===== config.mk =====
export PLATFORM = sky130hd
export DESIGN_NAME = path_tracer
export DESIGN_NICKNAME = d
export VERILOG_FILES = /design/src/rtl/labyrinth_pkg.sv /design/src/rtl/path_lifo.sv /design/src/rtl/path_tracer.sv
export SDC_FILE = /design/constraint.sdc
export NUM_CORES = 2
export LEC_CHECK = 0
export BUFFER_PORTS_ARGS = -buffer_cell sky130_fd_sc_hd__buf_2
export CORE_AREA = 5 5 378 380
export CTS_BUF_LIST = sky130_fd_sc_hd__clkbuf_2
export DETAILED_ROUTE_END_ITERATION = 6
export DIE_AREA = 0 0 383 385
export GPL_ROUTABILITY_DRIVEN = 1
export GPL_TIMING_DRIVEN = 0
export PLACE_DENSITY = 0.79
export SLEW_MARGIN = 25
export SYNTH_ARGS = -nofsm -noshare
export SYNTH_HDL_FRONTEND = slang
export SYNTH_SLANG_ARGS = --single-unit

===== constraint.sdc =====
create_clock -name clk -period 5.1 [get_ports clk]
set_input_delay 0.51 -clock clk [delete_from_list [all_inputs] [get_ports clk]]
set_output_delay 0.51 -clock clk [all_outputs]
set_load 0.01 [all_outputs]

===== src/rtl/labyrinth_pkg.sv =====
// Shared types for the maze solver back end: node indices, predecessor
// memory words and the path tracer state encoding.
package labyrinth_pkg;

    localparam int GRID_W = 16;
    localparam int GRID_H = 16;
    localparam int NODE_W = 8;

    typedef logic [NODE_W-1:0] node_t;

    typedef struct packed {
        logic  has_pred;
        node_t pred;
    } pred_word_t;

    typedef enum logic [2:0] {
        ST_IDLE,
        ST_CHECK,
        ST_FETCH,
        ST_WAIT,
        ST_EMIT,
        ST_FINISH,
        ST_ERR
    } tracer_state_e;

endpackage


===== src/rtl/path_lifo.sv =====
// Register-based LIFO holding the hops of the path being traced.
// Push and pop are mutually exclusive; flush empties it in one cycle.
module path_lifo #(
    parameter int DEPTH = 256,
    parameter int WIDTH = 8,
    localparam int CW = $clog2(DEPTH + 1),
    localparam int AW = (DEPTH > 1) ? $clog2(DEPTH) : 1
) (
    input  logic             clk,
    input  logic             reset,
    input  logic             push,
    input  logic             pop,
    input  logic             flush,
    input  logic [WIDTH-1:0] din,
    output logic [WIDTH-1:0] top,
    output logic [CW-1:0]    count
);

    logic [WIDTH-1:0] mem_q [DEPTH];
    logic [CW-1:0]    count_q, count_d;
    logic [AW-1:0]    wr_idx, rd_idx;

    assign wr_idx = count_q[AW-1:0];
    assign rd_idx = AW'(count_q - CW'(1));

    always_comb begin
        count_d = count_q;
        if (flush) begin
            count_d = '0;
        end else if (push) begin
            count_d = count_q + CW'(1);
        end else if (pop) begin
            count_d = count_q - CW'(1);
        end
    end

    always_ff @(posedge clk or negedge reset) begin
        if (!reset) begin
            count_q <= '0;
        end else begin
            count_q <= count_d;
        end
    end

    // Storage needs no reset: only entries below count_q are ever read.
    always_ff @(posedge clk) begin
        if (push && !flush) begin
            mem_q[wr_idx] <= din;
        end
    end

    assign top   = (count_q != '0) ? mem_q[rd_idx] : '0;
    assign count = count_q;

endmodule


===== src/rtl/path_tracer.sv =====
// Walks the predecessor memory from target back to source, then streams the
// path source-first over valid/ready. Flags unreachable targets and cycles.
module path_tracer #(
    parameter int GRID_W    = labyrinth_pkg::GRID_W,
    parameter int GRID_H    = labyrinth_pkg::GRID_H,
    parameter int NODE_W    = labyrinth_pkg::NODE_W,
    parameter int MAX_NODES = GRID_W * GRID_H
) (
    input  logic              clk,
    input  logic              reset,
    input  logic              start,
    input  logic [NODE_W-1:0] src_node,
    input  logic [NODE_W-1:0] dst_node,
    output logic [NODE_W-1:0] pred_addr,
    output logic              pred_rd,
    input  logic [NODE_W:0]   pred_rdata,
    output logic [NODE_W-1:0] path_node,
    output logic              path_valid,
    input  logic              path_ready,
    output logic              path_last,
    output logic              busy,
    output logic              done,
    output logic              error
);

    import labyrinth_pkg::*;

    localparam int HW = $clog2(MAX_NODES + 1);

    tracer_state_e     state_q, state_d;
    logic [NODE_W-1:0] src_q, src_d;
    logic [NODE_W-1:0] cur_q, cur_d;
    logic [HW-1:0]     hops_q, hops_d;
    logic              error_q, error_d;

    logic              lifo_push, lifo_pop, lifo_flush;
    logic [NODE_W-1:0] lifo_din, lifo_top;
    logic [HW-1:0]     lifo_count;

    logic              rd_has_pred;
    logic [NODE_W-1:0] rd_pred;

    assign rd_has_pred = pred_rdata[NODE_W];
    assign rd_pred     = pred_rdata[NODE_W-1:0];

    path_lifo #(
        .DEPTH (MAX_NODES),
        .WIDTH (NODE_W)
    ) u_lifo (
        .clk   (clk),
        .reset (reset),
        .push  (lifo_push),
        .pop   (lifo_pop),
        .flush (lifo_flush),
        .din   (lifo_din),
        .top   (lifo_top),
        .count (lifo_count)
    );

    always_comb begin
        state_d    = state_q;
        src_d      = src_q;
        cur_d      = cur_q;
        hops_d     = hops_q;
        error_d    = error_q;
        lifo_push  = 1'b0;
        lifo_pop   = 1'b0;
        lifo_flush = 1'b0;
        lifo_din   = '0;
        pred_rd    = 1'b0;
        pred_addr  = '0;
        path_valid = 1'b0;
        path_node  = '0;
        path_last  = 1'b0;
        done       = 1'b0;

        unique case (state_q)
            ST_IDLE: begin
                if (start) begin
                    src_d     = src_node;
                    cur_d     = dst_node;
                    lifo_push = 1'b1;
                    lifo_din  = dst_node;
                    hops_d    = HW'(1);
                    error_d   = 1'b0;
                    state_d   = ST_CHECK;
                end
            end
            ST_CHECK: begin
                // Hop limit bounds the LIFO fill, so a cyclic chain cannot overflow it.
                if (cur_q == src_q) begin
                    state_d = ST_EMIT;
                end else if (hops_q == HW'(MAX_NODES)) begin
                    state_d = ST_ERR;
                end else begin
                    state_d = ST_FETCH;
                end
            end
            ST_FETCH: begin
                pred_rd   = 1'b1;
                pred_addr = cur_q;
                state_d   = ST_WAIT;
            end
            ST_WAIT: begin
                if (!rd_has_pred) begin
                    state_d = ST_ERR;
                end else begin
                    lifo_push = 1'b1;
                    lifo_din  = rd_pred;
                    cur_d     = rd_pred;
                    hops_d    = hops_q + HW'(1);
                    state_d   = ST_CHECK;
                end
            end
            ST_EMIT: begin
                path_valid = 1'b1;
                path_node  = lifo_top;
                path_last  = (lifo_count == HW'(1));
                if (path_ready) begin
                    lifo_pop = 1'b1;
                    if (path_last) begin
                        state_d = ST_FINISH;
                    end
                end
            end
            ST_FINISH: begin
                done    = 1'b1;
                state_d = ST_IDLE;
            end
            ST_ERR: begin
                error_d    = 1'b1;
                lifo_flush = 1'b1;
                state_d    = ST_IDLE;
            end
            default: begin
                state_d = ST_IDLE;
            end
        endcase
    end

    always_ff @(posedge clk or negedge reset) begin
        if (!reset) begin
            state_q <= ST_IDLE;
            src_q   <= '0;
            cur_q   <= '0;
            hops_q  <= '0;
            error_q <= 1'b0;
        end else begin
            state_q <= state_d;
            src_q   <= src_d;
            cur_q   <= cur_d;
            hops_q  <= hops_d;
            error_q <= error_d;
        end
    end

    assign busy  = (state_q != ST_IDLE);
    assign error = error_q;

endmodule


* Yosys cells after proc, flatten, opt, wreduce, memory -nomap -nowiden
Memories as Yosys holds them, arrays and structs flattened.
Cells that the tools add are included.
** Storage, ports and cells
- Flip-flop bits (word level) :: 38
- Bits in writable memories :: 2048
- Bits of input ports :: 29
- Output and inout bits :: 22
- Logic and storage cells :: 71
- Memories kept :: 1
** Cells by class
- Add/subtract/negate cells :: 3
- Eq/ne operators :: 13
- Mux-type cells :: 36
- Reduce and logical (&&, ||, !) cells :: 12
** Memory list
- u_lifo.mem_q :: depth 256, width 8, read ports 1, clocked after Yosys merged registers in 0, write ports 1, RTL line path_lifo.sv:19 : logic [WIDTH-1:0] mem_q [DEPTH];
** Operators with widths (number)
- 2-to-1 mux 8 bit :: 7
- 2-to-1 mux 9 bit :: 5
- case mux 8 bit (2 select lines) :: 2
- adder 9 x 1 -> 9 bit (second input constant) :: 2
- 2-to-1 mux 3 bit :: 6
- case mux 9 bit (2 select lines) :: 1
- case mux 3 bit (5 select lines) :: 1
- 2-to-1 mux 1 bit :: 12
- equality test 3 bit (second input constant) :: 3
- equality test 9 x 1 -> 1 bit (second input constant) :: 1
- equality test 9 bit (second input constant) :: 1
- nonzero test 9 bit :: 1
- subtractor 9 x 1 -> 9 bit (second input constant) :: 1
- equality test 8 bit :: 1
- != test 2 bit (second input constant) :: 4
- equality test 3 x 2 -> 1 bit (second input constant) :: 2
- AND reduction 3 bit :: 2
- nonzero test 3 bit :: 2
- case mux 1 bit (2 select lines) :: 2
- AND reduction 2 bit :: 2
- nonzero test 2 bit :: 2
- equality test 3 x 1 -> 1 bit (second input constant) :: 1
- zero test 3 bit :: 1
- logical AND 1 bit :: 1
- zero test 1 bit :: 1

* Longest topological paths before layout
- Depth after elaboration :: 6
- Mapped depth :: 17
- Gate-level depth less buffers :: 9

* Modules after synthesis
Synthesis repeated with hierarchy kept, for this count alone.
** Second synthesis, totals
- Cell total of the unflattened synthesis :: 3854
- Area, all modules :: 81685.8 µm²
** By module, submodules not included
- path_lifo :: instances 1, cells an instance 3679, area an instance 80044.3 µm², sequential area each 61724.2 µm²
- path_tracer :: instances 1, cells an instance 175, area an instance 1641.6 µm², sequential area each 725.7 µm²

* Worst setup path after synthesis
Ideal clock, no wire load.
- Path type :: register -> register
- From :: reg state_q[0]
- To :: mem u_lifo.mem_q[0][3], data pin
- Setup time :: 868 ps
- Arrival time :: 4740 ps
- Data required time :: 4232 ps
- Slack :: -508 ps
- Stages on the path, launching flop included :: 5
- Path buffers :: 2
- Period minus slack after synthesis :: 5608 ps
- Cell sequence :: dfrtp_1 clkbuf_1 nor4b_2 clkbuf_1 a22o_1
** On the way
- Word-level cells in the longest chain between the ends :: 2
- Elaborated cells between the ends (all ways) :: 3
- Classes of those cells :: 1 x eq/ne; 1 x mux; 1 x reduce/logical
** RTL lines
- start, declared :: RTL line path_tracer.sv:30 : tracer_state_e state_q, state_d;
- start signal, assigned :: RTL line path_tracer.sv:149 : state_q <= state_d;
- equality test 3 x 2 -> 1 bit / zero test 3 bit (equally long branches) :: RTL line path_tracer.sv:77 : unique case (state_q)
- case mux 8 bit (2 select lines) (*) :: RTL line path_tracer.sv:77
- named net lifo_din[3] :: RTL line path_tracer.sv:37 : logic [NODE_W-1:0] lifo_din, lifo_top;
- end, declared :: RTL line path_lifo.sv:19
Mark *: on every way through the listed nets, which the timed path passes. The rest lies on a longest branch.

* Worst setup path in the final report
- From :: reg u_lifo.count_q[0] (netlist: u_lifo.count[0])
- To :: out path_node[1]
** On the way
- Word-level cells in the longest chain between the ends :: 4
- Elaborated cells between the ends (all ways) :: 5
- Classes of those cells :: 1 x add/sub; 2 x mux; 1 x reduce/logical; 1 x memory
** RTL lines
- start, declared :: RTL line path_lifo.sv:20 : logic [CW-1:0] count_q, count_d;
- start signal, assigned :: RTL line path_lifo.sv:41 : count_q <= count_d;
- subtractor 9 x 1 -> 9 bit
- memory read (256 x 8 bit)
- 2-to-1 mux 8 bit (*) :: RTL line path_lifo.sv:52 : assign top = (count_q != '0) ? mem_q[rd_idx] : '0;
- 2-to-1 mux 8 bit (*) :: RTL line path_tracer.sv:77
- end, declared :: RTL line path_tracer.sv:17 : output logic [NODE_W-1:0] path_node,
Mark *: on every way between the ends. The rest lies on a longest branch, timed or not.

==> key figures <==
Run status
  • Outcome: finished with violations
  • Failing checks: DRC, setup timing

Finish
  • Final Cell Area: 0.0933 mm²
  • Commonest non-fill, non-tap cell in the layout: edfxtp_1
  • Area delta synth->final: 14.5%
  • Most frequent cells in the layout: edfxtp_1, clkbuf_2, mux4_2
  • Nets@finish: roughly 4,700
  • Fillers: ~8,300
  • Finished Layout Cells: between 6,000 and 7,000
  • Layout cells sized above 1: 36.7%

Critical path
  • Setup crit end kind: output port
  • CP required: 4.59 ns
  • Arrival @ worst endpoint: 5.70 ns
  • Worst setup SP type: flop
  • CP Class: flop to output port
  • CP Max Fanout: 8

Global route
  • GRT Total Usage: about a third
  • First-pass GRT wire length: between 300,000 and 400,000 µm
  • Number of global-route vias before repair: about 47,000
  • Largest net degree at the start of global routing: 81
  • Initial antenna violation count: 12
  • Remaining global-route overflow: 0

Placed design
  • DP Cell Count: approximately 5,800
  • Port bufs: 50
  • Setup Slack @ Placement: -2.26 ns
  • Post-detail-place hpwl: between 100,000 and 150,000 µm
  • Cell Area, Placed: around 0.085 mm²
  • Placer's final routability congestion estimate: about 1.0

Clocking
  • Num CTS Buffers: 488
  • CTS tree: built
  • Sink Count: between 2,000 and 2,500
  • CTS Buffer Depth: 4
  • H-Tree Depth: 5
  • Root Buffer: clkbuf_2
  • Clock-pin slew on the worst setup and hold paths: roughly 0.20 ns
  • Worst skew pair latency: roughly 1.9 ns

Floorplanning
  • Die ar.: around 0.15 mm²
  • Top-Level Pins: 51
  • Placement row count: between 100 and 150
  • Die Span Y: between 300 and 400 µm
  • Starting Density: between 50 and 60%
  • Chip width: ~380 µm
  • Core area: approximately 0.14 mm²

Power
  • Worst VDD drop: between 0.0004 and 0.0005 V
  • Static leakage power: 30.5 nW
  • PwrDens: 629 mW/mm²

Routing
  • WL final: ~240,000 µm
  • 1st-pass router iterations: 7
  • Via density per instance: about 7
  • DRC: roughly 130
  • Initial DRC Count: between 8,000 and 9,000
  • Final ANT Viol Nets: 0
  • DR WL/cell: between 30 and 40 µm
  • Vias: ~47,000

Logic synthesis
  • Largest family of logic cells by synthesized area: multiplexers
  • Post-synth top flop: edfxtp_1
  • Syn Inst Count: 3,905
  • Post-synthesis compound-gate area fraction: around 2.7%
  • Yosys warnings: 0
  • Synth Area in XOR/XNOR: less than 1%
  • Post-Syn Area: 0.0815 mm²
  • Synthesized area per cell: between 20 and 25 µm²
  • Yosys reg bits: 2,086
  • Post-synthesis sequential area ratio: 76.7%
  • Mux cell area share after synthesis: about 16%
  • Synth async-reset ratio: ~1.8%
  • Post-Synth Simple-Gate Area: 3.30%
  • Post-synth EDFFs: around 2,000
  • Synthesized-area fraction occupied by adder cells: less than 1%
  • Netlist cell types: 63
  • Net Count, Synth: a little under 4,000

STA
  • Max Fclk: 161 MHz
  • Post-route setup slack: -1.11 ns
  • Final period utilization: 122%
  • Worst Clk Skew: 0.190 ns
  • Worst relative slew slack: 16.6%
  • Setup TNS: -8.41 ns
  • Crit path time final: 6.21 ns
  • Unrepaired setup endpoints after global routing: true
  • Final Hold Viols: 0
  • Slew @ Worst Pin: roughly 1.3 ns
  • Final Max Slew Viols: 0
  • Endpoints failing setup: 9
  • WHS: around 0.23 ns

Job
  • Max-cap violations: 0

Worst hold path
  • Hold/Removal Path Class: input port to async pin
## report_power, final
part           switching [mW]  internal, mW  total, mW
logic                    17.3          10.7       28.1
registers               0.122          20.2       20.3
clock network            6.55          3.72       10.3
total                    24.0          34.6       58.7
## flip-flops by register name, summed over array words and instances, names as in the netlist
name and count:
src_q 8, hops_q 9, cur_q 8, error 1, u_lifo.mem_q 2048, state_q 3, u_lifo.count 9
## synth_stat cells (28+ instances only)
library cell     n  area (µm²)
buf_4           32         240
edfxtp_1      2048       61500
o21ai_0         28         140
a21oi_1         83         415
nor2_1         289        1080
buf_2           97         485
mux2i_1         73         731
clkbuf_1       101         379
nand4_1         30         188
a22oi_1        115         863
nand2_1        148         556
mux4_2         524       11800
dfrtp_1         38         951
nand3_1         47         235
## critical path, stage by stage, from the launching register on
cell,delay [ns]
dfrtp_1,0.38
buf_6,0.16
buf_12,0.14
buf_12,0.11
buf_12,0.11
clkinvlp_4,0.14
ha_4,0.22
buf_12,0.14
xor2_4,0.20
buf_12,0.19
buf_16,0.19
buf_16,0.21
buf_12,0.15
mux2i_1,0.09
mux2i_2,0.36
o22ai_4,0.19
nor4_4,0.37
o21ai_4,0.18
o221ai_4,0.12
buf_2,0.18
## routing by layer
metal	vias to the layer above	track usage (%)	share of wire, %
li1	18000	-	-
met3	993	13.4	16
met1	23600	40.6	32
met5	-	0.694	0.092
met4	12	19.8	7.1
met2	4773	47.3	45
## cells by family after synthesis
logic type	Yosys count
adder cells (fa/ha/maj)	7
AND/OR/NAND/NOR	603
multiplexers	606
XOR/XNOR	21
buffers and inverters	252
AO/OA/AOI/OAI	330
flip-flops	2086
## final cells by class
type	instances	area, µm²	area share (%)
antenna	16	40.0	0.0429
buffer	244	2160	2.31
clock buffer	689	3450	3.70
clock inverter	151	649	0.696
inverter	7	30.0	0.0322
multi-input combinational	1567	19500	20.9
sequential	2086	62400	67.0
tap	1807	2260	2.42
timing repair buffer	220	2770	2.97
## path summary, 6_finish.rpt
| kind | cells past startpoint | slack, ns | start | end |
|---|---|---|---|---|
| setup / recovery | 19 | -1.11 | u_lifo.count[0]$_DFFE_PN0P_ | path_node[1] |
| min in group clk | 5 | 0.31 | pred_rdata[2] | u_lifo.mem_q[37][2]$_DFFE_PP_ |
| hold reg to reg | 1 | 0.53 | cur_q[4]$_DFFE_PN0P_ | cur_q[4]$_DFFE_PN0P_ |
| hold / removal | 5 | 0.23 | reset | hops_q[8]$_DFFE_PN0P_ |
| max in group asynchronous | 5 | 4.46 | reset | src_q[7]$_DFFE_PN0P_ |
| setup reg to reg | 10 | 0 | state_q[1]$_DFFE_PN0P_ | u_lifo.mem_q[114][3]$_DFFE_PP_ |
## per-stage QoR
| step | utilization, % | total power [mW] |
|---|---|---|
| 5_1_grt | 67.2 | 59.8 |
| 2_1_floorplan | - | 33.5 |
| 3_3_place_gp | 60.5 | 41.9 |
| 4_1_cts | 66.5 | 55.7 |
| 3_5_place_dp | 61.3 | 42.4 |
| 6_report | 67.2 | 58.7 |
## repair_timing
item / 4_1_cts / 5_1_grt
buffers inserted: 31 / 17
endpoints found under the setup margin: 9 / 8
pin swaps: 43 / 43
hold buffers: 78 / 0
hold endpoints to repair: 2124 / 0
cloned: 1 / 1
gates resized for setup: 467 / 129
No activity file was read; power rests on OpenSTA's default activity.
